===== config.mk =====
export PLATFORM = sky130hd
export DESIGN_NAME = graph_sram_loader
export DESIGN_NICKNAME = d
export VERILOG_FILES = /design/src/rtl/graph_sram_loader.sv
export SDC_FILE = /design/constraint.sdc
export NUM_CORES = 1
export LEC_CHECK = 0
export CAP_MARGIN = 10
export CELL_PAD_IN_SITES_DETAIL_PLACEMENT = 1
export CELL_PAD_IN_SITES_GLOBAL_PLACEMENT = 2
export CORE_ASPECT_RATIO = 1.1
export CORE_MARGIN = 1.5
export CORE_UTILIZATION = 38
export DETAILED_ROUTE_END_ITERATION = 16
export PLACE_DENSITY_LB_ADDON = 0.1
export SLEW_MARGIN = 20
export SYNTH_ARGS = -nofsm -noshare
export SYNTH_HDL_FRONTEND = slang
export SYNTH_SLANG_ARGS = --single-unit

===== constraint.sdc =====
create_clock -name clock -period 17.8 [get_ports clock]
set_input_delay 3.56 -clock clock [delete_from_list [all_inputs] [get_ports clock]]
set_output_delay 3.56 -clock clock [all_outputs]
set_load 0.02 [all_outputs]

===== src/rtl/graph_sram_loader.sv =====
// Packs a stream of host words into memory lines and writes them at consecutive, wrapping addresses.
// Output latency: a line is written in the cycle after its last word; throughput is one line per 5 cycles; the host waits whenever in_ready is low.
module graph_sram_loader #(
    parameter int ADDR_W = 13,
    parameter int LINE_W = 128,
    parameter int IN_W   = 32
) (
    input  logic              clock,
    input  logic              reset,
    input  logic              start,
    input  logic [ADDR_W-1:0] base_addr,
    input  logic [ADDR_W:0]   num_lines,
    input  logic              in_valid,
    input  logic [IN_W-1:0]   in_data,
    output logic              in_ready,
    output logic              WriteEnable,
    output logic [ADDR_W-1:0] WriteAddress,
    output logic [LINE_W-1:0] WriteBus,
    output logic              busy,
    output logic              done
);
    localparam int LANES  = LINE_W / IN_W;
    localparam int LANE_W = $clog2(LANES);

    localparam logic [1:0] S_IDLE  = 2'd0;
    localparam logic [1:0] S_LOAD  = 2'd1;
    localparam logic [1:0] S_WRITE = 2'd2;
    localparam logic [1:0] S_DONE  = 2'd3;

    logic [1:0]        state;
    logic [LANE_W-1:0] lane;
    logic [ADDR_W:0]   line_cnt;
    logic [ADDR_W:0]   num_q;
    logic [ADDR_W:0]   next_cnt;
    logic [ADDR_W-1:0] base_q;
    logic [LINE_W-1:0] line_buf;
    logic [LINE_W-1:0] packed_line;
    logic              hs;
    logic              last_lane;

    assign in_ready  = (state == S_LOAD);
    assign busy      = (state == S_LOAD) || (state == S_WRITE);
    assign hs        = in_ready & in_valid;
    assign last_lane = (lane == LANE_W'(LANES - 1));
    assign next_cnt  = line_cnt + 1'b1;

    // The final word goes straight to the output register, so no extra cycle is spent buffering it.
    always_comb begin
        packed_line = line_buf;
        packed_line[lane*IN_W +: IN_W] = in_data;
    end

    always_ff @(posedge clock or posedge reset) begin
        if (reset) begin
            state        <= S_IDLE;
            lane         <= '0;
            line_cnt     <= '0;
            num_q        <= '0;
            base_q       <= '0;
            line_buf     <= '0;
            WriteEnable  <= 1'b0;
            WriteAddress <= '0;
            WriteBus     <= '0;
            done         <= 1'b0;
        end else begin
            case (state)
                S_IDLE: begin
                    if (start) begin
                        base_q   <= base_addr;
                        num_q    <= num_lines;
                        line_cnt <= '0;
                        lane     <= '0;
                        if (num_lines == '0) begin
                            state <= S_DONE;
                            done  <= 1'b1;
                        end else begin
                            state <= S_LOAD;
                        end
                    end
                end
                S_LOAD: begin
                    if (hs) begin
                        line_buf <= packed_line;
                        lane     <= lane + 1'b1;
                        if (last_lane) begin
                            WriteEnable  <= 1'b1;
                            WriteAddress <= base_q + line_cnt[ADDR_W-1:0];
                            WriteBus     <= packed_line;
                            state        <= S_WRITE;
                        end
                    end
                end
                S_WRITE: begin
                    WriteEnable <= 1'b0;
                    line_cnt    <= next_cnt;
                    lane        <= '0;
                    if (next_cnt == num_q) begin
                        state <= S_DONE;
                        done  <= 1'b1;
                    end else begin
                        state <= S_LOAD;
                    end
                end
                default: begin
                    done  <= 1'b0;
                    state <= S_IDLE;
                end
            endcase
        end
    end
endmodule


# Word level (Yosys, flattened, before mapping)
# Index checks and enable logic that the tools add are counted.
# totals
input_bits	63
ramBits	0
latchBits	0
romBits	0
memories	0
elab_cells	60
reg_bits	316
out_inout_bits	145
# op_classes
n_div	0
n_lt_le_gt_ge	0
bitwise_logic	2
addsub	4
multipliers	0
n_reduce_logical	14
n_eq_ne	9
shift	2
mux	19
# op_table
cell	count
128-bit bitwise mux	1
32-bit by 34-bit variable shift with 128-bit output, first input constant	1
32-bit by 34-bit variable part select with 128-bit output	1
7-bit negator with 34-bit output	1
14-bit one-hot mux with 2 select lines	1
14-bit by 1-bit adder with 14-bit output, second input constant	1
14-bit equality test	1
14-bit logical NOT	1
14-bit 2-to-1 mux	1
2-bit 2-to-1 mux	7
13-bit adder	1
2-bit one-hot mux with 3 select lines	2
3-bit AND reduction	4
2-bit by 1-bit inequality test with 1-bit output, second input constant	3
2-bit AND reduction	3
1-bit 2-to-1 mux	5
2-bit equality test, second input constant	2
2-bit inequality test, second input constant	2
4-bit AND reduction	1
2-bit nonzero test	2
1-bit one-hot mux with 3 select lines	1
3-bit nonzero test	1
2-bit by 1-bit adder with 2-bit output, second input constant	1
2-bit by 1-bit equality test with 1-bit output, second input constant	1
5 further kinds	5

# Longest topological paths before layout
# Gate-level depths: netlist of run 1.
# depth
depth_word	4
depth_mapped	10
mapped_depth_nobuf	10

# Least setup slack after synthesis of run 1
# Ideal clock, no wire load.
# synth_timing
kind	input port to flip-flop
from	in in_valid
to	reg WriteAddress[1]
t_arrival_ns	4.685
slack_ns	12.981
setup_time_ns	0.134
path_stages	6
path_buffers	3
required_ns	17.666
cell_sequence	and2_1 > nand2_1 > clkbuf_1 > clkbuf_1 > clkbuf_1 > o21ai_0
# synth_via
elab_chain_cells	2
# synth_rtl
item	line	text
start: declaration	13	input logic in_valid,
1-bit bitwise AND	43	assign hs = in_ready & in_valid;
3-bit AND reduction (no line)	--	
end signal: assignment	87	WriteAddress <= base_q + line_cnt[ADDR_W-1:0];
end: declaration	17	output logic [ADDR_W-1:0] WriteAddress,
# No other way between the ends.
# A chain may end at the register's enable or synchronous reset.

# Worst setup path after layout of run 1
# layout_timing
from	in in_valid
to	reg WriteAddress[0]
# Same word-level chain as after synthesis.

==> flow_summary.yaml, run 1 <==
status:
  status: "finished, final reports clean"
pwr:
  peakVddDrop_uv: 79.8
  pwr_density_cell_nw_per_um2: 119
  p_leak_nw: 7.72
  total_power_mw: 2.11
synthesis:
  muxShareOfSynthArea_pct: 2.22
  ys_seq_area_share_pct: 55.7
  synth_fa_ha_area_share_pct: 2.17
  ys_top_cells_by_area: "dfrtp_1 56%, a22o_1 8.0%, o21ai_0 5.9%"
  yosysMostFrequentCell: "dfrtp_1"
  yosys.area.top_type: "dfrtp_1"
  netlist.area_leader.share_pct: 55.7
  synth-compound-area-share_pct: 20.6
  syn-cell-area_um2: 14200
  synthFlopType: "dfrtp_1"
  synthXorXnorAreaFrac_pct: 1.83
  synth-seq-cells: 316
  synth.avg_cell_area_um2: 10.3
  yosysUniqueCellTypes: 54
  ys_warn_count: 0
  synthSimpleGateAreaFrac_pct: 13.3
  syn_nets: 1464
  syn_inst: 1377
  async_flop_share_pct: 100
  synth_edf_count: 0
  synth_top_family_by_area: "compound AO/OA/AOI/OAI gates"
  ys_top_cells_by_count: "316 x dfrtp_1, 170 x nand2_1, 166 x o21ai_0"
grt:
  grt_pass1_wl_um: 67100
  grt_remaining_overflow: 0
  grt_max_degree: 174
  antenna_found_initial: 0
  grt_pass1_vias: 11600
  grt.total_usage_pct: 22.2
worst_setup_path:
  critPathLaunch: "in_valid"
  cp.required_ps: 18200
  endpoint_kind: "flop"
  cp.arrival_ps: 6880
  r2r_start: "state[1]"
  critPathMaxFanout: 113
  worstSetupPathType: "input pin to flop"
  cp-start-kind: "input pin"
placed_design:
  io_buffer_count: 207
  gp_congestion: 0.767
  dpl.hpwl_um: 26400
  dp_cells: 1957
  placed_area_um2: 16500
sta:
  worst_pin_slew_ps: 1040
  rsz0062_at_grt: "no"
  period_share_pct: 36.4
  min_period_ps: 6490
  fmax_mhz: 154
  skew_ps: 24.8
  setup_viol: 0
  hold_violations: 0
  hold_slack_ps: 475
  tns_ps: 0
  relSlewSlack_pct: 30.4
  drv_slew: 0
finish:
  post_layout_nonfiller_instances: 2019
  nets: 1589
  area_growth_pct: 24.9
  drive_above_1_share_pct: 7.54
  final_area_um2: 17700
  diodes: 0
hold_path:
  hold_start: "WriteBus[96]"
  hp-class: "flop to flop"
routing:
  dr.pass1.iters: 4
  drt-total-wl_um: 41900
  detail_route.vias_per_cell: 5.37
  wire_per_inst_um: 20.8
  antenna_left: 0
  num_vias: 10800
  drt_iter0_markers: 515
  drc: 0
clock_tree:
  holdBufCountCts: 0
  numCtsBuffers: 36
  cts.repair.resized: 0
  cts_max_level: 2
  clkTransAtPathRegs_ps: 60
  root_buffer: "clkbuf_16"
  cts_tree: "built"
  post_cts_buffers: 0
  cts_max_path_buffers: 3
  clock_latency_ps: 530
  clock-sinks: 316
floorplan:
  core_area_um2: 36900
  die_area_um2: 38500
  die_h_um: 206
  start_util_pct: 38.4
  rows: 74
  io_pins: 208
  die_w_um: 187
run:
  cap_violations: 0
worst max-delay path, stage by stage:
cell	delay, ps
clkdlybuf4s50_1	420
and2_1	300
nand2_4	420
buf_4	850
buf_4	520
buf_16	310
mux2_2	360
final cells by class:
cell class	instances	area [um2]
clock buffers	52	1050
clock inverters	9	148
fillers	4045	19200
inverters	17	76.3
multi-input cells	915	5750
flip-flops and latches	316	7910
well taps	494	618
repair buffers	216	2170
flip-flops by register name (all words and copies together) (netlist names):
register      cells
line_buf        128
WriteBus        128
state             2
done              1
WriteAddress     13
line_cnt         14
lane              2
num_q            14
base_q           13
WriteEnable       1
per-stage QoR:
step,utilization [%],setup WS (ps)
detailed placement,44.6,10610
global placement,44.6,10660
finish,48.0,11310
global route,48.0,11060
CTS,47.9,11140
floorplan,-,5500
kinds of logic (layout without fill, tap and decap cells):
family	after synthesis	count (layout)
compound gates	466	466
fa+ha+maj	24	24
simple gates	369	369
buf+inv	146	294
flops	316	316
mux	28	28
xor+xnor	28	28
report_power, final:
part | switching [mW] | leakage [nW] | internal (mW)
Clock | 0.298 | 0.588 | 0.467
Sequential | 0.0570 | 4.32 | 0.795
Combinational | 0.290 | 2.82 | 0.204
Total | 0.645 | 7.72 | 1.47
routing by layer:
metal / up-vias / global-route usage, % / share of wire [%]
li1: 5042 / - / -
met1: 5548 / 28.8 / 45
met2: 190 / 38.1 / 49
met3: 56 / 4.49 / 4.5
met4: 0 / 5.50 / 1.9
met5: - / 0 / 0
layout by cell type, fill, tap and decap left out, drive strengths merged, types with 3 or more instances in the layout:
cell type	count
dfrtp	316
clkdlybuf4s50	207
nand2	170
o21ai	166
a21oi	140
nor2b	130
a22o	129
clkbuf	52
mux2	28
ha	23
inv	16
xnor2	16
nor2	11
xor2	11
nand3	9
buf	9
and2	9
o31ai	7
nor3	7
nand4	6
nand2b	5
clkinv	5
or3	4
bufinv	4
a21o	3
o21a	3
nor4	3
a32o	3
final timing paths:
kind / endpoint / slack, ps / cells past startpoint
max reg2reg: WriteAddress[0] / 14080 / 8
min reg2reg: WriteBus[96] / 480 / 2
max in group asynchronous: line_buf[36] / 12700 / 3
min in group asynchronous: WriteBus[59] / 3590 / 2
max: WriteAddress[0] / 11310 / 7
min: WriteBus[96] / 480 / 2
(Power assumes the default switching activity.)
==> inputs of run 2 (changes only) <==
--- a/config.mk
+++ b/config.mk
@@ -10,7 +10,7 @@
 export CELL_PAD_IN_SITES_GLOBAL_PLACEMENT = 2
 export CORE_ASPECT_RATIO = 1.1
 export CORE_MARGIN = 1.5
-export CORE_UTILIZATION = 38
+export CORE_UTILIZATION = 35
 export DETAILED_ROUTE_END_ITERATION = 16
 export PLACE_DENSITY_LB_ADDON = 0.1
 export SLEW_MARGIN = 20
==> constraint.sdc (replaced) <==
create_clock -name clock -period 6.05 [get_ports clock]
set_input_delay 1.21 -clock clock [delete_from_list [all_inputs] [get_ports clock]]
set_output_delay 1.21 -clock clock [all_outputs]
set_load 0.02 [all_outputs]
==> run 2 against run 1 <==
Core utilization down 3.4 points. Worst setup slack got worse by 8700 ps. Clock power increased to 3.1 times the previous value.
==> flow_summary.yaml, run 2 (same netlist as run 1, synthesis figures left out) <==
sta:
  tns_ps: 0
  hold_violations: 0
  relSlewSlack_pct: 38.7
  min_period_ps: 3480
  setup_viol: 0
  worst_pin_slew_ps: 919
  period_share_pct: 57.4
  drv_slew: 0
  rsz0062_at_grt: "no"
  fmax_mhz: 288
  skew_ps: 14.0
grt:
  grt_remaining_overflow: 0
  antenna_found_initial: 0
  grt_max_degree: 133
  grt.total_usage_pct: 20.9
  grt_pass1_wl_um: 69000
  grt_pass1_vias: 11700
pwr:
  p_sw_share_pct: 30.5
  clkPwrFrac_pct: 37.7
  peakVddDrop_uv: 231
  internal-power_mw: 4.43
  pwr-share-seq_pct: 39.3
  pwr_density_cell_nw_per_um2: 357
  combPwrFrac_pct: 23.0
  p_switching_mw: 1.94
  p_leak_nw: 7.80
routing:
  wire_per_inst_um: 20.9
  drt_iter0_markers: 513
  drt-total-wl_um: 42800
  antenna_left: 0
  drc: 0
  num_vias: 10800
  dr.pass1.iters: 4
  detail_route.vias_per_cell: 5.25
worst_setup_path:
  cp_cell_sequence: "ha_2 -> and4b_2 -> and2_2 -> a22o_1"
  critPathMaxFanout: 34
  cp.arrival_ps: 3940
  cp.required_ps: 6510
  endpoint_kind: "flop"
  crit_slowest_cell: "and4b_2"
  critPathTopFamily: "simple AND/OR/NAND/NOR gates"
  cp-start-kind: "flop"
  worstSetupPathType: "flop to flop"
  slowest_delay_ps: 950
  path_buf_inv: 0
  r2r_slack_ps: 2570
floorplan:
  die_area_um2: 41700
  die_w_um: 195
  core_area_um2: 40100
  start_util_pct: 35.4
  io_pins: 208
  rows: 77
  die_h_um: 214
placed_design:
  gp_congestion: 0.803
  placed_area_um2: 16600
  dp_cells: 1980
  dpl.hpwl_um: 27700
  io_buffer_count: 207
clock_tree:
  clkTransAtPathRegs_ps: 60
  cts.repair.resized: 0
  cts_tree: "built"
  clock-sinks: 316
  post_cts_buffers: 0
  holdBufCountCts: 0
  cts_max_level: 2
  clock_latency_ps: 540
  numCtsBuffers: 38
  root_buffer: "clkbuf_16"
  cts_max_path_buffers: 3
finish:
  final_area_um2: 17900
  final_common_cell: "dfrtp_1"
  area_growth_pct: 26.0
  diodes: 0
  post_layout_nonfiller_instances: 2048
  nets: 1594
  layout_common_cells: "316 x dfrtp_1, 207 x clkdlybuf4s50_1, 166 x nand2_1, 166 x o21ai_0, 140 x a21oi_1"
  largestRegisters: "WriteBus: 128 flops, line_buf: 128 flops"
  drive_above_1_share_pct: 8.21
status:
  status: "finished, final reports clean"
run:
  cap_violations: 0
hold_path:
  hp-class: "flop to flop"
==> run 2: cell types whose count changed in the layout (fill, tap and decap cells not counted) <==
cell       change
clkbuf_1       -1
clkbuf_16      +2
buf_4          +2
buf_12         +2
clkinv_2       +2
inv_6          +1
clkinv_8       -1
buf_16         -1
clkbuf_8       +4
==> run 2: cell type report <==
type	count	area, um2
Fill cell	4378	22200
Sequential cell	316	7910
Multi-Input combinational cell	915	5750
Timing Repair Buffer	219	2200
Clock buffer	57	1150
Tap cell	513	642
Clock inverter	11	159
Inverter	17	67.6
==> run 2: stage by stage <==
stage / total power [mW] / util, % / worst slack (ps) / hold WS (ps)
finish: 6.37 / 44.6 / 2570 / 477
global placement: 4.00 / 41.3 / 2530 / 462
CTS: 6.49 / 44.6 / 2480 / 483
detailed placement: 4.04 / 41.3 / 2410 / 472
floorplan: 3.50 / - / 629 / 458
global route: 6.71 / 44.6 / 2310 / 502
==> run 2: final timing paths <==
kind,cells after the start,start,to
max,4,lane[0],line_buf[39]
min,2,WriteBus[14],WriteBus[14]
max reg2reg,4,lane[0],line_buf[39]
min reg2reg,2,WriteBus[14],WriteBus[14]
max in group asynchronous,3,reset,WriteBus[8]
min in group asynchronous,2,reset,WriteBus[92]
==> run 2: tightest hold or removal path: stages (launching register included) <==
cell and delay [ps]:
dfrtp_1 340, nand2_1 40, o21ai_0 60
==> run 2: layer usage <==
metal | GRT usage (%) | vias to the layer above | wire length [um]
li1 | - | 5042 | -
met1 | 28.0 | 5431 | 19300
met2 | 34.8 | 222 | 20600
met3 | 3.63 | 56 | 2140
met4 | 5.53 | 0 | 844
met5 | 0 | - | 0
==> run 2: power by group through the flow <==
stage	combinational, mW	sequential [mW]	clock (mW)
after floorplan	0.984	2.52	0
after global placement	1.46	2.54	0
after detailed placement	1.49	2.54	0
after CTS	1.50	2.51	2.48
after global routing	1.63	2.54	2.54
final	1.47	2.51	2.40
==> inputs of run 3 (changes only) <==
==> constraint.sdc (replaced) <==
create_clock -name clock -period 3.6 [get_ports clock]
set_input_delay 0.72 -clock clock [delete_from_list [all_inputs] [get_ports clock]]
set_output_delay 0.72 -clock clock [all_outputs]
set_load 0.02 [all_outputs]
==> run 3 against run 2 <==
Clock skew fell by 2.8 ps. Count of clock-buffer cells in the layout grew 1. Register-to-register slack worse by 1800 ps. Sequential share of layout area hardly changed. Worst setup slack got worse by 1800 ps. Critical path type unchanged.
==> flow_summary.yaml, run 3 (same netlist as run 1, synthesis figures left out) <==
clock_tree:
  post_cts_buffers: 0
  cts_tree: "built"
  clock_latency_ps: 520
  cts.repair.resized: 0
  clkTransAtPathRegs_ps: 60
  root_buffer: "clkbuf_16"
  cts_max_path_buffers: 3
  clock-sinks: 316
  holdBufCountCts: 0
  cts_max_level: 2
  numCtsBuffers: 36
sta:
  worst_pin_slew_ps: 829
  rsz0062_at_grt: "no"
  hold_violations: 0
  period_share_pct: 78.6
  skew_ps: 11.1
  fmax_mhz: 353
  drv_slew: 0
  relSlewSlack_pct: 44.6
  hold_slack_ps: 476
  setup_viol: 0
  min_period_ps: 2830
floorplan:
  start_util_pct: 35.4
  rows: 77
  die_w_um: 195
  die_area_um2: 41700
  core_area_um2: 40100
  io_pins: 208
  die_h_um: 214
grt:
  grt_pass1_wl_um: 69200
  grt_pass1_vias: 11700
  grt.total_usage_pct: 21.1
  grt_remaining_overflow: 0
  grt_max_degree: 87
  antenna_found_initial: 0
placed_design:
  gp_congestion: 0.827
  io_buffer_count: 207
  dp_cells: 1996
  dpl.hpwl_um: 28900
finish:
  diodes: 0
  post_layout_nonfiller_instances: 2057
  drive_above_1_share_pct: 8.48
  final_common_cell: "dfrtp_1"
  area_growth_pct: 26.1
  nets: 1608
  layout_common_cells: "316 x dfrtp_1, 207 x clkdlybuf4s50_1, 166 x nand2_1, 166 x o21ai_0, 140 x a21oi_1"
  fin_util_pct: 44.6
  largestRegisters: "WriteBus: 128 flops, line_buf: 128 flops"
worst_setup_path:
  crit_top_cell: "o21ai_0"
  slowest_delay_ps: 560
  reg2reg_depth: 10
  cp_cell_sequence: "ha_1 -> inv_1 -> fa_1 -> nor2b_1 -> o21ai_0 -> a21boi_0 -> o21ai_0 -> a21oi_1 -> xnor2_1 -> o21ai_0"
  critPathLaunch: "line_cnt[0]"
  endpoint_kind: "flop"
  critPathMaxFanout: 8
  crit_slowest_cell: "dfrtp_1"
  endpoint: "WriteAddress[12]"
  r2r_start: "line_cnt[0]"
  cp.arrival_ps: 3210
  cp-start-kind: "flop"
  cp.required_ps: 3980
  rr_endpoint: "WriteAddress[12]"
  r2r_slack_ps: 770
  worstSetupPathType: "flop to flop"
pwr:
  internal-power_mw: 7.12
  pwr-share-seq_pct: 40.9
  combPwrFrac_pct: 24.3
  peakVddDrop_uv: 418
  pwr_density_cell_nw_per_um2: 577
  p_leak_nw: 7.81
  p_sw_share_pct: 31.0
  clkPwrFrac_pct: 34.7
  p_switching_mw: 3.21
routing:
  antenna_left: 0
  num_vias: 10800
  wire_per_inst_um: 20.9
  drc: 0
  drt-total-wl_um: 43000
  dr.pass1.iters: 4
  detail_route.vias_per_cell: 5.27
  drt_iter0_markers: 460
run:
  cap_violations: 0
hold_path:
  hp-class: "flop to flop"
  hold_start: "WriteBus[40]"
status:
  status: "finished, final reports clean"
run 3: cell count changes in the layout (fill, tap and decap cells not counted):
cell	delta
clkbuf_16	-2
inv_6	-1
bufinv_16	-3
clkinv_2	-4
buf_4	+11
clkbuf_1	+4
clkbuf_8	-1
buf_12	+5
run 3: area by class of cell:
type | count | area, um2
fillers | 4393 | 22200
flip-flops and latches | 316 | 7910
multi-input cells | 915 | 5750
repair buffers | 235 | 2380
clock buffers | 58 | 1100
well taps | 513 | 642
inverters | 17 | 67.6
clock inverters | 3 | 40.0
run 3: worst min path at each step:
stage	slack, ps	cells past startpoint	to
after floorplan	460	1	line_buf[126]
after global placement	460	2	WriteBus[38]
after detailed placement	470	2	WriteBus[104]
after CTS	480	2	WriteBus[104]
after global routing	500	1	line_buf[96]
final	480	2	WriteBus[40]
run 3: power by group through the flow:
stage | Clock (mW) | Sequential [mW] | Combinational [mW]
floorplan | 0 | 4.23 | 1.65
finish | 3.59 | 4.22 | 2.51
global placement | 0 | 4.28 | 2.52
detailed placement | 0 | 4.29 | 2.55
CTS | 3.70 | 4.23 | 2.57
global route | 3.83 | 4.28 | 2.79
run 3: layer usage:
layer | global-route usage, % | wire length, um
met1 | 27.5 | 19200
met2 | 35.7 | 20800
met3 | 4.56 | 2160
met4 | 5.17 | 775
met5 | 0 | 0
run 3: critical path, delay by kind of cell, from the launching register on:
| kind | cells | cell delay (ps) |
|---|---|---|
| adder cells (fa/ha/maj) | 2 | 660 |
| XOR/XNOR | 1 | 140 |
| buffers and inverters | 1 | 70 |
| AND/OR/NAND/NOR | 1 | 110 |
| AO/OA/AOI/OAI | 5 | 1170 |
| flip-flops | 1 | 560 |
run 3: through the flow:
stage | worst slack [ps] | total power [mW] | setup TNS (ps) | cell area (um2)
6_report | 770 | 10.3 | 0 | 17900
3_5_place_dp | 773 | 6.84 | 0 | 16700
3_3_place_gp | 822 | 6.80 | 0 | 16700
5_1_grt | 502 | 10.9 | 0 | 17900
2_1_floorplan | -1330 | 5.89 | -420550 | 14200
4_1_cts | 766 | 10.5 | 0 | 17900
